## src/rtl/uart_stream_fifo_pkg.sv

```systemverilog
// Shared UART constants and helpers used by the stream FIFOs and the
// register block that reads back FIFO level and peak level.
package uart_stream_fifo_pkg;

  localparam int UART_DATA_W     = 8;
  localparam int UART_FIFO_DEPTH = 16;

  // Number of bits needed to address 'value' entries.
  function automatic int unsigned uart_clog2(input int unsigned value);
    int unsigned width;
    width = 32'd0;
    for (int unsigned i = 32'd0; i < 32'd32; i++) begin
      if ((32'd1 << i) < value) begin
        width = i + 32'd1;
      end
    end
    return width;
  endfunction

endpackage

```

## src/rtl/uart_fifo_mem.sv

```systemverilog
// Simple dual-port byte array: one write port, one registered read port.
// The read register clears on clr so the head output starts from zero.
module uart_fifo_mem
  import uart_stream_fifo_pkg::*;
#(
  parameter int DATA_W = UART_DATA_W,
  parameter int DEPTH  = UART_FIFO_DEPTH
) (
  input  logic                       clk,
  input  logic                       clr,
  input  logic                       we,
  input  logic [$clog2(DEPTH)-1:0]   waddr,
  input  logic [DATA_W-1:0]          wdata,
  input  logic [$clog2(DEPTH)-1:0]   raddr,
  output logic [DATA_W-1:0]          rdata
);

  logic [DATA_W-1:0] mem_r [DEPTH];

  // Storage write port; contents survive flush and reset.
  always_ff @(posedge clk) begin
    if (we) begin
      mem_r[waddr] <= wdata;
    end
  end

  // Registered read port.
  always_ff @(posedge clk) begin
    if (clr) begin
      rdata <= {DATA_W{1'b0}};
    end else begin
      rdata <= mem_r[raddr];
    end
  end

endmodule

```

## src/rtl/uart_stream_fifo.sv

```systemverilog
// First-word-fall-through valid/ready byte FIFO with level, peak level,
// almost-full and flush, used on both UART tx and rx byte streams.
module uart_stream_fifo
  import uart_stream_fifo_pkg::*;
#(
  parameter int DATA_W   = UART_DATA_W,
  parameter int DEPTH    = UART_FIFO_DEPTH,
  parameter int AFULL_TH = 12
) (
  input  logic                     clk,
  input  logic                     rst,
  input  logic                     flush,
  input  logic [DATA_W-1:0]        in_data,
  input  logic                     in_valid,
  output logic                     in_ready,
  output logic [DATA_W-1:0]        out_data,
  output logic                     out_valid,
  input  logic                     out_ready,
  output logic [$clog2(DEPTH):0]   level,
  output logic [$clog2(DEPTH):0]   peak_level,
  output logic                     almost_full,
  output logic                     empty,
  output logic                     full
);

  localparam int          AW        = uart_clog2(DEPTH);
  localparam logic [AW:0] PTR_ZERO  = {(AW+1){1'b0}};
  localparam logic [AW:0] AFULL_LVL = (AW+1)'(AFULL_TH);

  logic [AW:0]       wp_r, rp_r, level_r, peak_r;
  logic              empty_r, full_r, afull_r;
  logic              bypass_r;
  logic [DATA_W-1:0] bypass_data_r;

  logic              push_s, pop_s;
  logic [AW:0]       wp_nxt_s, rp_nxt_s, level_nxt_s, peak_nxt_s;
  logic              empty_nxt_s, full_nxt_s, afull_nxt_s, bypass_nxt_s;
  logic              mem_we_s, mem_clr_s;
  logic [DATA_W-1:0] mem_rdata_s;

  // Handshakes, next pointers and next flags; flush zeroes the state and
  // masks any push or pop presented with it.
  always_comb begin
    push_s       = in_valid && !full_r;
    pop_s        = !empty_r && out_ready;
    wp_nxt_s     = wp_r;
    rp_nxt_s     = rp_r;
    level_nxt_s  = level_r;
    peak_nxt_s   = peak_r;
    bypass_nxt_s = 1'b0;
    if (flush) begin
      wp_nxt_s    = PTR_ZERO;
      rp_nxt_s    = PTR_ZERO;
      level_nxt_s = PTR_ZERO;
      peak_nxt_s  = PTR_ZERO;
    end else begin
      wp_nxt_s     = wp_r + {{AW{1'b0}}, push_s};
      rp_nxt_s     = rp_r + {{AW{1'b0}}, pop_s};
      level_nxt_s  = wp_nxt_s - rp_nxt_s;
      peak_nxt_s   = (level_nxt_s > peak_r) ? level_nxt_s : peak_r;
      // The entry being written now becomes the head: skip the array.
      bypass_nxt_s = push_s && (rp_nxt_s == wp_r);
    end
    empty_nxt_s = (wp_nxt_s == rp_nxt_s);
    full_nxt_s  = (wp_nxt_s[AW-1:0] == rp_nxt_s[AW-1:0]) &&
                  (wp_nxt_s[AW] != rp_nxt_s[AW]);
    afull_nxt_s = (level_nxt_s >= AFULL_LVL);
    mem_we_s    = push_s && !flush;
    mem_clr_s   = rst || flush;
  end

  // Pointer, level and flag registers.
  always_ff @(posedge clk) begin
    if (rst) begin
      wp_r          <= PTR_ZERO;
      rp_r          <= PTR_ZERO;
      level_r       <= PTR_ZERO;
      peak_r        <= PTR_ZERO;
      empty_r       <= 1'b1;
      full_r        <= 1'b0;
      afull_r       <= 1'b0;
      bypass_r      <= 1'b0;
      bypass_data_r <= {DATA_W{1'b0}};
    end else begin
      wp_r          <= wp_nxt_s;
      rp_r          <= rp_nxt_s;
      level_r       <= level_nxt_s;
      peak_r        <= peak_nxt_s;
      empty_r       <= empty_nxt_s;
      full_r        <= full_nxt_s;
      afull_r       <= afull_nxt_s;
      bypass_r      <= bypass_nxt_s;
      bypass_data_r <= bypass_nxt_s ? in_data : bypass_data_r;
    end
  end

  uart_fifo_mem #(
    .DATA_W (DATA_W),
    .DEPTH  (DEPTH)
  ) u_mem (
    .clk   (clk),
    .clr   (mem_clr_s),
    .we    (mem_we_s),
    .waddr (wp_r[AW-1:0]),
    .wdata (in_data),
    .raddr (rp_nxt_s[AW-1:0]),
    .rdata (mem_rdata_s)
  );

  assign out_data    = bypass_r ? bypass_data_r : mem_rdata_s;
  assign out_valid   = !empty_r;
  assign in_ready    = !full_r;
  assign empty       = empty_r;
  assign full        = full_r;
  assign almost_full = afull_r;
  assign level       = level_r;
  assign peak_level  = peak_r;

endmodule
```

## config.mk

```make
export PLATFORM = sky130hd
export DESIGN_NAME = uart_stream_fifo
export DESIGN_NICKNAME = d
export VERILOG_FILES = /design/src/rtl/uart_stream_fifo_pkg.sv /design/src/rtl/uart_fifo_mem.sv /design/src/rtl/uart_stream_fifo.sv
export SDC_FILE = /design/constraint.sdc
export NUM_CORES = 1
export LEC_CHECK = 0
export ABC_AREA = 1
export CORE_MARGIN = 2
export CORE_UTILIZATION = 64
export DETAILED_ROUTE_END_ITERATION = 12
export GPL_ROUTABILITY_DRIVEN = 0
export PLACE_DENSITY_LB_ADDON = 0.12
export SYNTH_ARGS = -nofsm -noshare
export SYNTH_HDL_FRONTEND = slang
export SYNTH_SLANG_ARGS = --single-unit
export TNS_END_PERCENT = 50
```

## constraint.sdc

```tcl
create_clock -name clk -period 9.6 [get_ports clk]
set_input_delay 2.88 -clock clk [delete_from_list [all_inputs] [get_ports clk]]
set_output_delay 2.88 -clock clk [all_outputs]
set_load 0.02 [all_outputs]
```

==> results.sh, run 1 <==
export IMPL_areaGrowthSynthToFinish_pct=13.0
export IMPL_ir_drop_mv=0.167
export IMPL_dpl_hpwl_mm=9.65
export IMPL_first_global_vias=4685
export IMPL_ys_types=29
export IMPL_grt_overflow=0
export IMPL_cts_reportedPaths_clkPinSlew_ns=0.06
export IMPL_post_cts_buffers=0
export IMPL_htreeDepth=4
export IMPL_die_w_um=109
export IMPL_p_per_area_mw_per_mm2=199
export IMPL_routedWlPerCell_um=18.2
export IMPL_maxClockFrequency_mhz=162
export IMPL_cts_tree="yes"
export IMPL_final_cell_mix="144 x nand2_1, 128 x edfxtp_1, 103 x nor2_1"
export IMPL_critPathLaunchType="input port"
export IMPL_grt_pass1_wl_mm=24.1
export IMPL_fin_skew_ns=0.00785
export IMPL_dr_total_vias=4994
export IMPL_synth_area_per_cell_um2=10.5
export IMPL_grt_max_degree=71
export IMPL_clockRootBuffer="clkbuf_8"
export IMPL_period_minus_slack_ns=6.19
export IMPL_antennaDiodeCount=0
export IMPL_post_route_period_util_pct=64.5
export IMPL_slowest_stage="ha_1"
export IMPL_nets=725
export IMPL_avgViaCountPerCell=5.87
export IMPL_synth_edf_count=128
export IMPL_portBuffers=35
export IMPL_path_max_fanout=13
export IMPL_fp_dieH_um=109
export IMPL_synthArstFlopShare_pct=0
export IMPL_ys_warn_count=0
export IMPL_status="completed"
export IMPL_firstDrtPassIters=5
export IMPL_critical_path_arrival_ns=6.68
export IMPL_cap_viol_max_count=0
export IMPL_antenna_found_initial=0
export IMPL_insertion_delay_ns=0.55
export IMPL_dieArea_mm2=0.0119
export IMPL_yosysSeqAreaShare_pct=65.9
export IMPL_postCtsHoldBufs=0
export IMPL_synthCells=668
export IMPL_tightest_slew_ns=1.12
export IMPL_met3_wirelength_mm=1.47
export IMPL_slew_headroom_pct=25.1
export IMPL_fin_total_pwr_uw=1590
export IMPL_end_kind="flip-flop"
export IMPL_ant_nets=0
export IMPL_synth_area_mm2=0.00705
export IMPL_crit_top_cell="nand2_1"
export IMPL_start_util_pct=65.3
export IMPL_cp_required_ns=10.09
export IMPL_drive_gt1_share_pct=5.91
export IMPL_first_iter_violations=560
export IMPL_rsz0062_at_grt="no"
export IMPL_slowest_delay_ns=0.64
export IMPL_io_pins=36
export IMPL_grt_usage_pct=28.2
export IMPL_path_buf_inv=5
export IMPL_clk_path_buf_depth=2
export IMPL_worstHoldPathType="reg -> reg"
export IMPL_setup_viol=0
export IMPL_wl_met2_mm=7.36
export IMPL_clock_sinks=168
export IMPL_routed_top_layer="met4"
export IMPL_hold_viol=0
export IMPL_syn_nets=695
export IMPL_layout_commonest_cell="nand2_1"
export IMPL_cts_resized=0
export IMPL_numCtsBuffers=17
export IMPL_path_cells="clkdlybuf4s50_1 -> inv_1 -> nor2_1 -> ha_1 -> ha_1 -> clkinv_1 -> ha_1 -> nand2_1 -> o21ai_0 -> xor2_1 -> ha_1 -> nand2_1 -> inv_1 -> nand3_1 -> nand4_1 -> nand2_1 -> inv_1 -> nand2_1 -> nand2_1 -> nor2_1"
export IMPL_path_delay_family="adder cells"
export IMPL_p_leak_uw=0.00298
export IMPL_rows=38
export IMPL_routedLengthMet1_mm=6.27
export IMPL_ys_seq_elements=168
export IMPL_dominantRegCellSynth="edfxtp_1"
export IMPL_core_area_mm2=0.0108
export IMPL_detail_route_drc_violations=0
export IMPL_critical_path_class="in -> reg"
export IMPL_finalWirelength_mm=15.5
export IMPL_slew_viol_final=0
export IMPL_fin_tns_setup_ns=0
==> metal layers <==
layer | GRT usage (%) | vias up
li1 | - | 2334
met1 | 37.4 | 2340
met2 | 44.7 | 281
met3 | 5.80 | 39
met4 | 14.2 | 0
met5 | 0 | -
==> logic make-up after synthesis <==
| logic type | count (synthesis) | share of synthesized area [%] |
|---|---|---|
| AND/OR/NAND/NOR | 309 | 18.4 |
| XOR/XNOR | 7 | 0.870 |
| buffers and inverters | 82 | 4.94 |
| adder cells (fa/ha/maj) | 14 | 2.59 |
| AO/OA/AOI/OAI | 88 | 7.28 |
| flip-flops | 168 | 65.9 |
==> worst register-to-register path, delay by kind of cell (launching register included) <==
family | cells | cell delay [ns]
AND/OR/NAND/NOR | 9 | 0.79
AO/OA/AOI/OAI | 1 | 0.23
XOR/XNOR | 1 | 0.28
adder cells (fa/ha/maj) | 4 | 1.51
flip-flops | 1 | 0.34
buffers and inverters | 3 | 0.56
==> cells in the mapped netlist, types with 3 or more instances <==
master / count / area [µm²]
a21oi_1: 18 / 90.1
buf_2: 14 / 70.1
buf_4: 4 / 30.0
clkbuf_1: 6 / 22.5
dfxtp_1: 40 / 801
edfxtp_1: 128 / 3840
ha_1: 13 / 163
inv_1: 50 / 188
inv_2: 6 / 22.5
nand2_1: 144 / 541
nand2_2: 5 / 31.3
nand3_1: 46 / 230
nand4_1: 4 / 25.0
nor2_1: 103 / 387
o21ai_0: 42 / 210
o221ai_1: 14 / 123
o22ai_1: 12 / 75.1
xnor2_1: 3 / 26.3
xor2_1: 4 / 35.0
==> metrics by stage <==
| stage | hold WS [ns] | instance area, µm² | instances | setup WS, ns | utilization (%) |
|---|---|---|---|---|---|
| final | 0.476 | 7960 | 851 | 3.41 | 73.8 |
| after global routing | 0.515 | 7960 | 851 | 3.07 | 73.8 |
| after CTS | 0.478 | 7960 | 851 | 3.46 | 73.8 |
| after detailed placement | 0.468 | 7450 | 819 | 2.92 | 69.0 |
| after global placement | 0.467 | 7450 | 819 | 3.13 | 69.0 |
| after floorplan | 0.495 | 7050 | 668 | 3.92 | - |
==> final timing paths <==
check | start | slack (ns) | depth (start not counted) | to
worst min-delay path | peak_level[1] | 0.48 | 2 | peak_level[1]
worst min register to register | peak_level[1] | 0.48 | 2 | peak_level[1]
worst max-delay path | out_ready | 3.41 | 20 | peak_level[0]
worst max register to register | empty | 5.84 | 18 | peak_level[0]
==> where the power goes <==
part | total, µW | internal, µW | switching (µW)
clock | 607 | 341 | 266
combinational | 173 | 59.8 | 113
sequential | 806 | 798 | 7.90
==> state kept, by name, summed over array words and instances, names as in the netlist <==
register	flops
bypass_data_r	8
empty	1
bypass_r	1
rp_r	5
full	1
u_mem.mem_r	128
almost_full	1
level	5
wp_r	5
peak_level	5
u_mem.rdata	8
==> layout make-up <==
type                       count  area [µm²]
clock buffer                  23         437
clock inverter                 9        77.6
fill                         728        2830
inverter                      57         214
multi-input combinational    418        2050
sequential                   168        4640
tap                          140         175
timing repair buffer          36         358
No activity file was read; power rests on OpenSTA's default activity.
==> run 2, diff against run 1 <==
--- a/config.mk
+++ b/config.mk
@@ -7,7 +7,7 @@
 export LEC_CHECK = 0
 export ABC_AREA = 1
 export CORE_MARGIN = 2
-export CORE_UTILIZATION = 64
+export CORE_UTILIZATION = 60
 export DETAILED_ROUTE_END_ITERATION = 12
 export GPL_ROUTABILITY_DRIVEN = 0
 export PLACE_DENSITY_LB_ADDON = 0.12
==> constraint.sdc (replaced) <==
create_clock -name clk -period 6.3 [get_ports clk]
set_input_delay 1.89 -clock clk [delete_from_list [all_inputs] [get_ports clk]]
set_output_delay 1.89 -clock clk [all_outputs]
set_load 0.02 [all_outputs]
==> results.sh, run 2 (synthesis results as in run 1) <==
export IMPL_cts_reportedPaths_clkPinSlew_ns=0.06
export IMPL_areaGrowthSynthToFinish_pct=14.6
export IMPL_grt_overflow=0
export IMPL_cts_resized=0
export IMPL_die_w_um=112
export IMPL_setup_viol=0
export IMPL_p_leak_uw=0.00304
export IMPL_insertion_delay_ns=0.43
export IMPL_tightest_slew_ns=1.08
export IMPL_cp_required_ns=6.63
export IMPL_post_cts_buffers=0
export IMPL_detail_route_drc_violations=0
export IMPL_place_area_mm2=0.00748
export IMPL_largest_register_ffs=128
export IMPL_rr_worst_depth=22
export IMPL_nFillCells=861
export IMPL_first_iter_violations=558
export IMPL_worstHoldPathType="reg -> reg"
export IMPL_place_ws_ns=0.920
export IMPL_critical_path_arrival_ns=5.30
export IMPL_top_register="u_mem.mem_r"
export IMPL_clk_path_buf_depth=2
export IMPL_first_global_vias=4884
export IMPL_grt_usage_pct=26.6
export IMPL_antennaDiodeCount=0
export IMPL_avgViaCountPerCell=5.80
export IMPL_hold_viol=0
export IMPL_drive_gt1_share_pct=7.01
export IMPL_finalWirelength_mm=15.7
export IMPL_cap_viol_max_count=0
export IMPL_stdcell_count=856
export IMPL_antenna_found_initial=0
export IMPL_htreeDepth=4
export IMPL_path_cells="clkdlybuf4s50_1 -> inv_1 -> nor2_1 -> ha_1 -> ha_1 -> buf_4 -> fa_1 -> inv_1 -> nand2_1 -> nand2_1 -> a21oi_1 -> nand3b_1 -> nand2_1 -> inv_1 -> ha_1 -> nand2_1 -> nor2_1 -> nand2_1 -> nand4_1 -> nand2_1 -> inv_1 -> nand2_1 -> nand2_1 -> inv_1"
export IMPL_r2r_end="peak_level[4]"
export IMPL_rsz0062_at_grt="no"
export IMPL_reg2reg_slack_ns=2.91
export IMPL_endpoint="peak_level[4]"
export IMPL_r2r_start="full"
export IMPL_final_area_mm2=0.00808
export IMPL_ant_nets=0
export IMPL_crit_top_cell="nand2_1"
export IMPL_clock_sinks=168
export IMPL_reg_top3="u_mem.mem_r (128), bypass_data_r (8), u_mem.rdata (8)"
export IMPL_start_util_pct=61.7
export IMPL_maxClockFrequency_mhz=201
export IMPL_ir_drop_mv=0.277
export IMPL_firstDrtPassIters=7
export IMPL_path_max_fanout=12
export IMPL_critical_path_class="in -> reg"
export IMPL_cts_tree="yes"
export IMPL_place_inst=824
export IMPL_grt_max_degree=42
export IMPL_status="completed"
export IMPL_nets=727
export IMPL_post_route_period_util_pct=79.0
export IMPL_clockRootBuffer="clkbuf_16"
export IMPL_grt_pass1_wl_mm=25.1
export IMPL_layout_commonest_cell="nand2_1"
export IMPL_rows=39
export IMPL_p_per_area_mw_per_mm2=314
export IMPL_slowest_delay_ns=0.46
export IMPL_fin_tns_setup_ns=0
export IMPL_slowest_stage="clkdlybuf4s50_1"
export IMPL_dr_total_vias=4965
export IMPL_final_cell_mix="144 x nand2_1, 128 x edfxtp_1, 103 x nor2_1"
export IMPL_portBuffers=35
export IMPL_fp_dieH_um=112
export IMPL_numCtsBuffers=17
export IMPL_end_kind="flip-flop"
export IMPL_critPathLaunchType="input port"
export IMPL_postCtsHoldBufs=0
export IMPL_slew_headroom_pct=28.2
export IMPL_period_minus_slack_ns=4.97
export IMPL_routedWlPerCell_um=18.4
export IMPL_fin_skew_ns=0.00754
export IMPL_dpl_hpwl_mm=10.0
export IMPL_crit_start="out_ready"
export IMPL_postLayoutSetupSlackWorst_ns=1.33
export IMPL_dieArea_mm2=0.0126
export IMPL_core_area_mm2=0.0114
export IMPL_slew_viol_final=0
export IMPL_io_pins=36
## run 2: changes by cell type in the layout (fill, tap and decap cells not counted), moves of 2 or more
cell        delta
clkinv_1       -2
clkinvlp_4     -2
clkinv_4       +2
inv_6          +4
bufinv_16      +2
clkbuf_1       -4
## run 2: worst max-delay path, delay by kind of cell
family | cells | cell delay (ns)
AOI/OAI and AO/OA | 1 | 0.07
buffers and inverters | 7 | 1.03
adders and majority gates | 4 | 1.19
and+or+nand+nor | 12 | 1.17
## run 2: stage by stage
stage | util, % | total power, µW | hold WS, ns
after global routing | 70.7 | 2620 | 0.530
after detailed placement | 65.5 | 1510 | 0.474
after CTS | 70.7 | 2550 | 0.483
after floorplan | - | 1410 | 0.495
final | 70.7 | 2540 | 0.493
after global placement | 65.5 | 1500 | 0.469
## run 2: area by class of cell
class,count,area (µm²),share of cell area [%]
repair buffers,38,385,4.77
clock buffers,19,433,5.36
inverters,57,214,2.65
well taps,143,179,2.21
flip-flops and latches,168,4640,57.5
multi-input cells,418,2050,25.4
clock inverters,13,168,2.08
## run 2: how the worst min path moves through the flow
stage                           from          endpoint  cells past startpoint
floorplan           bypass_data_r[0]  bypass_data_r[0]                      4
global placement       peak_level[1]     peak_level[1]                      2
detailed placement     peak_level[1]     peak_level[1]                      2
CTS                    peak_level[1]     peak_level[1]                      2
global route           peak_level[2]     peak_level[2]                      2
finish                 peak_level[1]     peak_level[1]                      2
## run 2: power by group
part | switching [µW] | internal [µW]
registers | 11.9 | 1220
clock network | 422 | 627
logic | 170 | 91.6
## run 2: per-layer routing
layer	share of wire (%)	vias up	track usage [%]
met5	0	-	0
met4	3.5	0	12.9
met3	7.9	39	6.97
met2	48	227	42.1
met1	41	2356	34.6
li1	-	2343	-
==> run 3, diff against run 2 <==
--- a/config.mk
+++ b/config.mk
@@ -7,7 +7,7 @@
 export LEC_CHECK = 0
 export ABC_AREA = 1
 export CORE_MARGIN = 2
-export CORE_UTILIZATION = 60
+export CORE_UTILIZATION = 54
 export DETAILED_ROUTE_END_ITERATION = 12
 export GPL_ROUTABILITY_DRIVEN = 0
 export PLACE_DENSITY_LB_ADDON = 0.12
==> constraint.sdc (replaced) <==
create_clock -name clk -period 4.1 [get_ports clk]
set_input_delay 1.23 -clock clk [delete_from_list [all_inputs] [get_ports clk]]
set_output_delay 1.23 -clock clk [all_outputs]
set_load 0.02 [all_outputs]
==> results.sh, run 3 (synthesis results as in run 1) <==
export IMPL_status="completed"
export IMPL_stdcell_count=927
export IMPL_end_kind="flip-flop"
export IMPL_routedWlPerCell_um=17.9
export IMPL_numCtsBuffers=17
export IMPL_post_route_period_util_pct=97.3
export IMPL_crit_start="in_valid"
export IMPL_worstHoldPathType="reg -> reg"
export IMPL_dr_total_vias=5072
export IMPL_maxClockFrequency_mhz=251
export IMPL_rr_worst_depth=20
export IMPL_grt_overflow=0
export IMPL_grt_pass1_wl_mm=26.1
export IMPL_core_area_mm2=0.0127
export IMPL_worstHoldPathCells=2
export IMPL_ant_nets=0
export IMPL_p_leak_uw=0.00325
export IMPL_ir_drop_mv=0.317
export IMPL_finalWirelength_mm=16.6
export IMPL_place_inst=893
export IMPL_r2r_end="peak_level[3]"
export IMPL_met3_usage_pct=4.49
export IMPL_fin_tns_setup_ns=0
export IMPL_critical_path_class="in -> reg"
export IMPL_die_w_um=118
export IMPL_firstDrtPassIters=5
export IMPL_grt_usage_pct=24.7
export IMPL_final_cell_mix="142 x nand2_1, 128 x edfxtp_1, 102 x nor2_1"
export IMPL_postCtsHoldBufs=0
export IMPL_place_ws_ns=-0.414
export IMPL_clock_sinks=168
export IMPL_grt_busiest_layer="met2"
export IMPL_crit_top_cell="nand2_1"
export IMPL_dpl_hpwl_mm=11.0
export IMPL_drive_gt1_share_pct=14.2
export IMPL_clockRootBuffer="clkbuf_16"
export IMPL_largest_register_ffs=128
export IMPL_r2r_start="full"
export IMPL_fin_skew_ns=0.00395
export IMPL_antenna_found_initial=0
export IMPL_critPathLaunchType="input port"
export IMPL_fp_dieH_um=118
export IMPL_slew_headroom_pct=46.6
export IMPL_first_global_vias=4967
export IMPL_areaGrowthSynthToFinish_pct=21.0
export IMPL_cts_tree="yes"
export IMPL_cap_viol_max_count=0
export IMPL_hold_viol=0
export IMPL_whs_endpoint="peak_level[2]"
export IMPL_insertion_delay_ns=0.43
export IMPL_tightest_slew_ns=0.798
export IMPL_grtUsageMet1_pct=31.0
export IMPL_htreeDepth=4
export IMPL_avgViaCountPerCell=5.47
export IMPL_slowest_stage="clkdlybuf4s50_1"
export IMPL_cp_required_ns=4.41
export IMPL_io_pins=36
export IMPL_reg_top3="u_mem.mem_r (128), bypass_data_r (8), u_mem.rdata (8)"
export IMPL_p_per_area_mw_per_mm2=474
export IMPL_reg2reg_slack_ns=0.96
export IMPL_detail_route_drc_violations=0
export IMPL_min_from="peak_level[2]"
export IMPL_setup_viol=0
export IMPL_antennaDiodeCount=0
export IMPL_top_register="u_mem.mem_r"
export IMPL_hold_slack_ns=0.494
export IMPL_slew_viol_final=0
export IMPL_period_minus_slack_ns=3.99
export IMPL_slowest_delay_ns=0.42
export IMPL_use_met2_pct=41.3
export IMPL_portBuffers=35
export IMPL_final_area_mm2=0.00852
export IMPL_start_util_pct=55.6
export IMPL_first_iter_violations=318
export IMPL_path_cells="clkdlybuf4s50_1 -> inv_2 -> nor2_1 -> ha_2 -> inv_2 -> ha_4 -> fa_2 -> inv_1 -> nand2_1 -> nand2_1 -> a21oi_1 -> nand3b_1 -> nand2_1 -> inv_1 -> ha_4 -> nand2_2 -> nor2_2 -> nand2_1 -> nand4_1 -> nand2_2 -> o21ai_0 -> a21oi_1"
export IMPL_rows=41
export IMPL_postLayoutSetupSlackWorst_ns=0.112
export IMPL_nets=769
export IMPL_clk_path_buf_depth=2
export IMPL_path_max_fanout=7
export IMPL_layout_commonest_cell="nand2_1"
export IMPL_cts_reportedPaths_clkPinSlew_ns=0.06
export IMPL_dieArea_mm2=0.0140
export IMPL_grt_max_degree=43
export IMPL_critical_path_arrival_ns=4.30
export IMPL_place_area_mm2=0.00780
==> run 3: changes by cell type in the layout (fill, tap and decap cells not counted), sizes merged <==
cell,previous run,this run
clkinv,5,9
buf,3,45
inv,60,56
clkbuf,19,18
bufinv,3,4
==> run 3: metrics by stage <==
| stage | utilization, % | total power, µW |
|---|---|---|
| 6_report | 67.3 | 4040 |
| 5_1_grt | 67.3 | 4170 |
| 4_1_cts | 66.4 | 4000 |
| 3_5_place_dp | 61.6 | 2380 |
| 3_3_place_gp | 61.6 | 2350 |
| 2_1_floorplan | - | 2170 |
==> run 3: area by class of cell <==
cell class / instances / area [µm²]
Fill cell: 986 / 4150
Timing Repair Buffer: 80 / 692
Tap cell: 172 / 215
Inverter: 57 / 214
Sequential cell: 168 / 4640
Multi-Input combinational cell: 418 / 2150
Clock inverter: 14 / 181
Clock buffer: 18 / 429
==> run 3: worst max path at each step <==
stage,endpoint,slack (ns)
floorplan,peak_level[0],0.07
global placement,peak_level[4],-0.24
detailed placement,peak_level[0],-0.41
CTS,peak_level[0],0.02
global route,peak_level[3],-0.07
finish,peak_level[3],0.11
==> run 3: what timing repair did <==
action / 4_1_cts / 5_1_grt
setup endpoints to repair: 0 / 5
gates resized for setup: 0 / 21
buffers inserted: 0 / 2
==> run 3: critical path: cells and delay by family <==
| family | cells | cell delay, ns |
|---|---|---|
| simple gates | 10 | 0.88 |
| fa+ha+maj | 4 | 1.15 |
| buf+inv | 5 | 0.69 |
| compound gates | 3 | 0.34 |
==> run 3: layer usage <==
| layer | up-vias | wire length (µm) |
|---|---|---|
| met3 | 34 | 904 |
| met1 | 2448 | 6940 |
| met4 | 0 | 475 |
| li1 | 2425 | - |
| met2 | 165 | 8300 |
| met5 | - | 0 |
==> run 3: power breakdown <==
part	switching [µW]	total, µW	internal [µW]
logic	302	509	207
registers	19.1	1890	1870
clock network	629	1640	1010
total	950	4040	3090
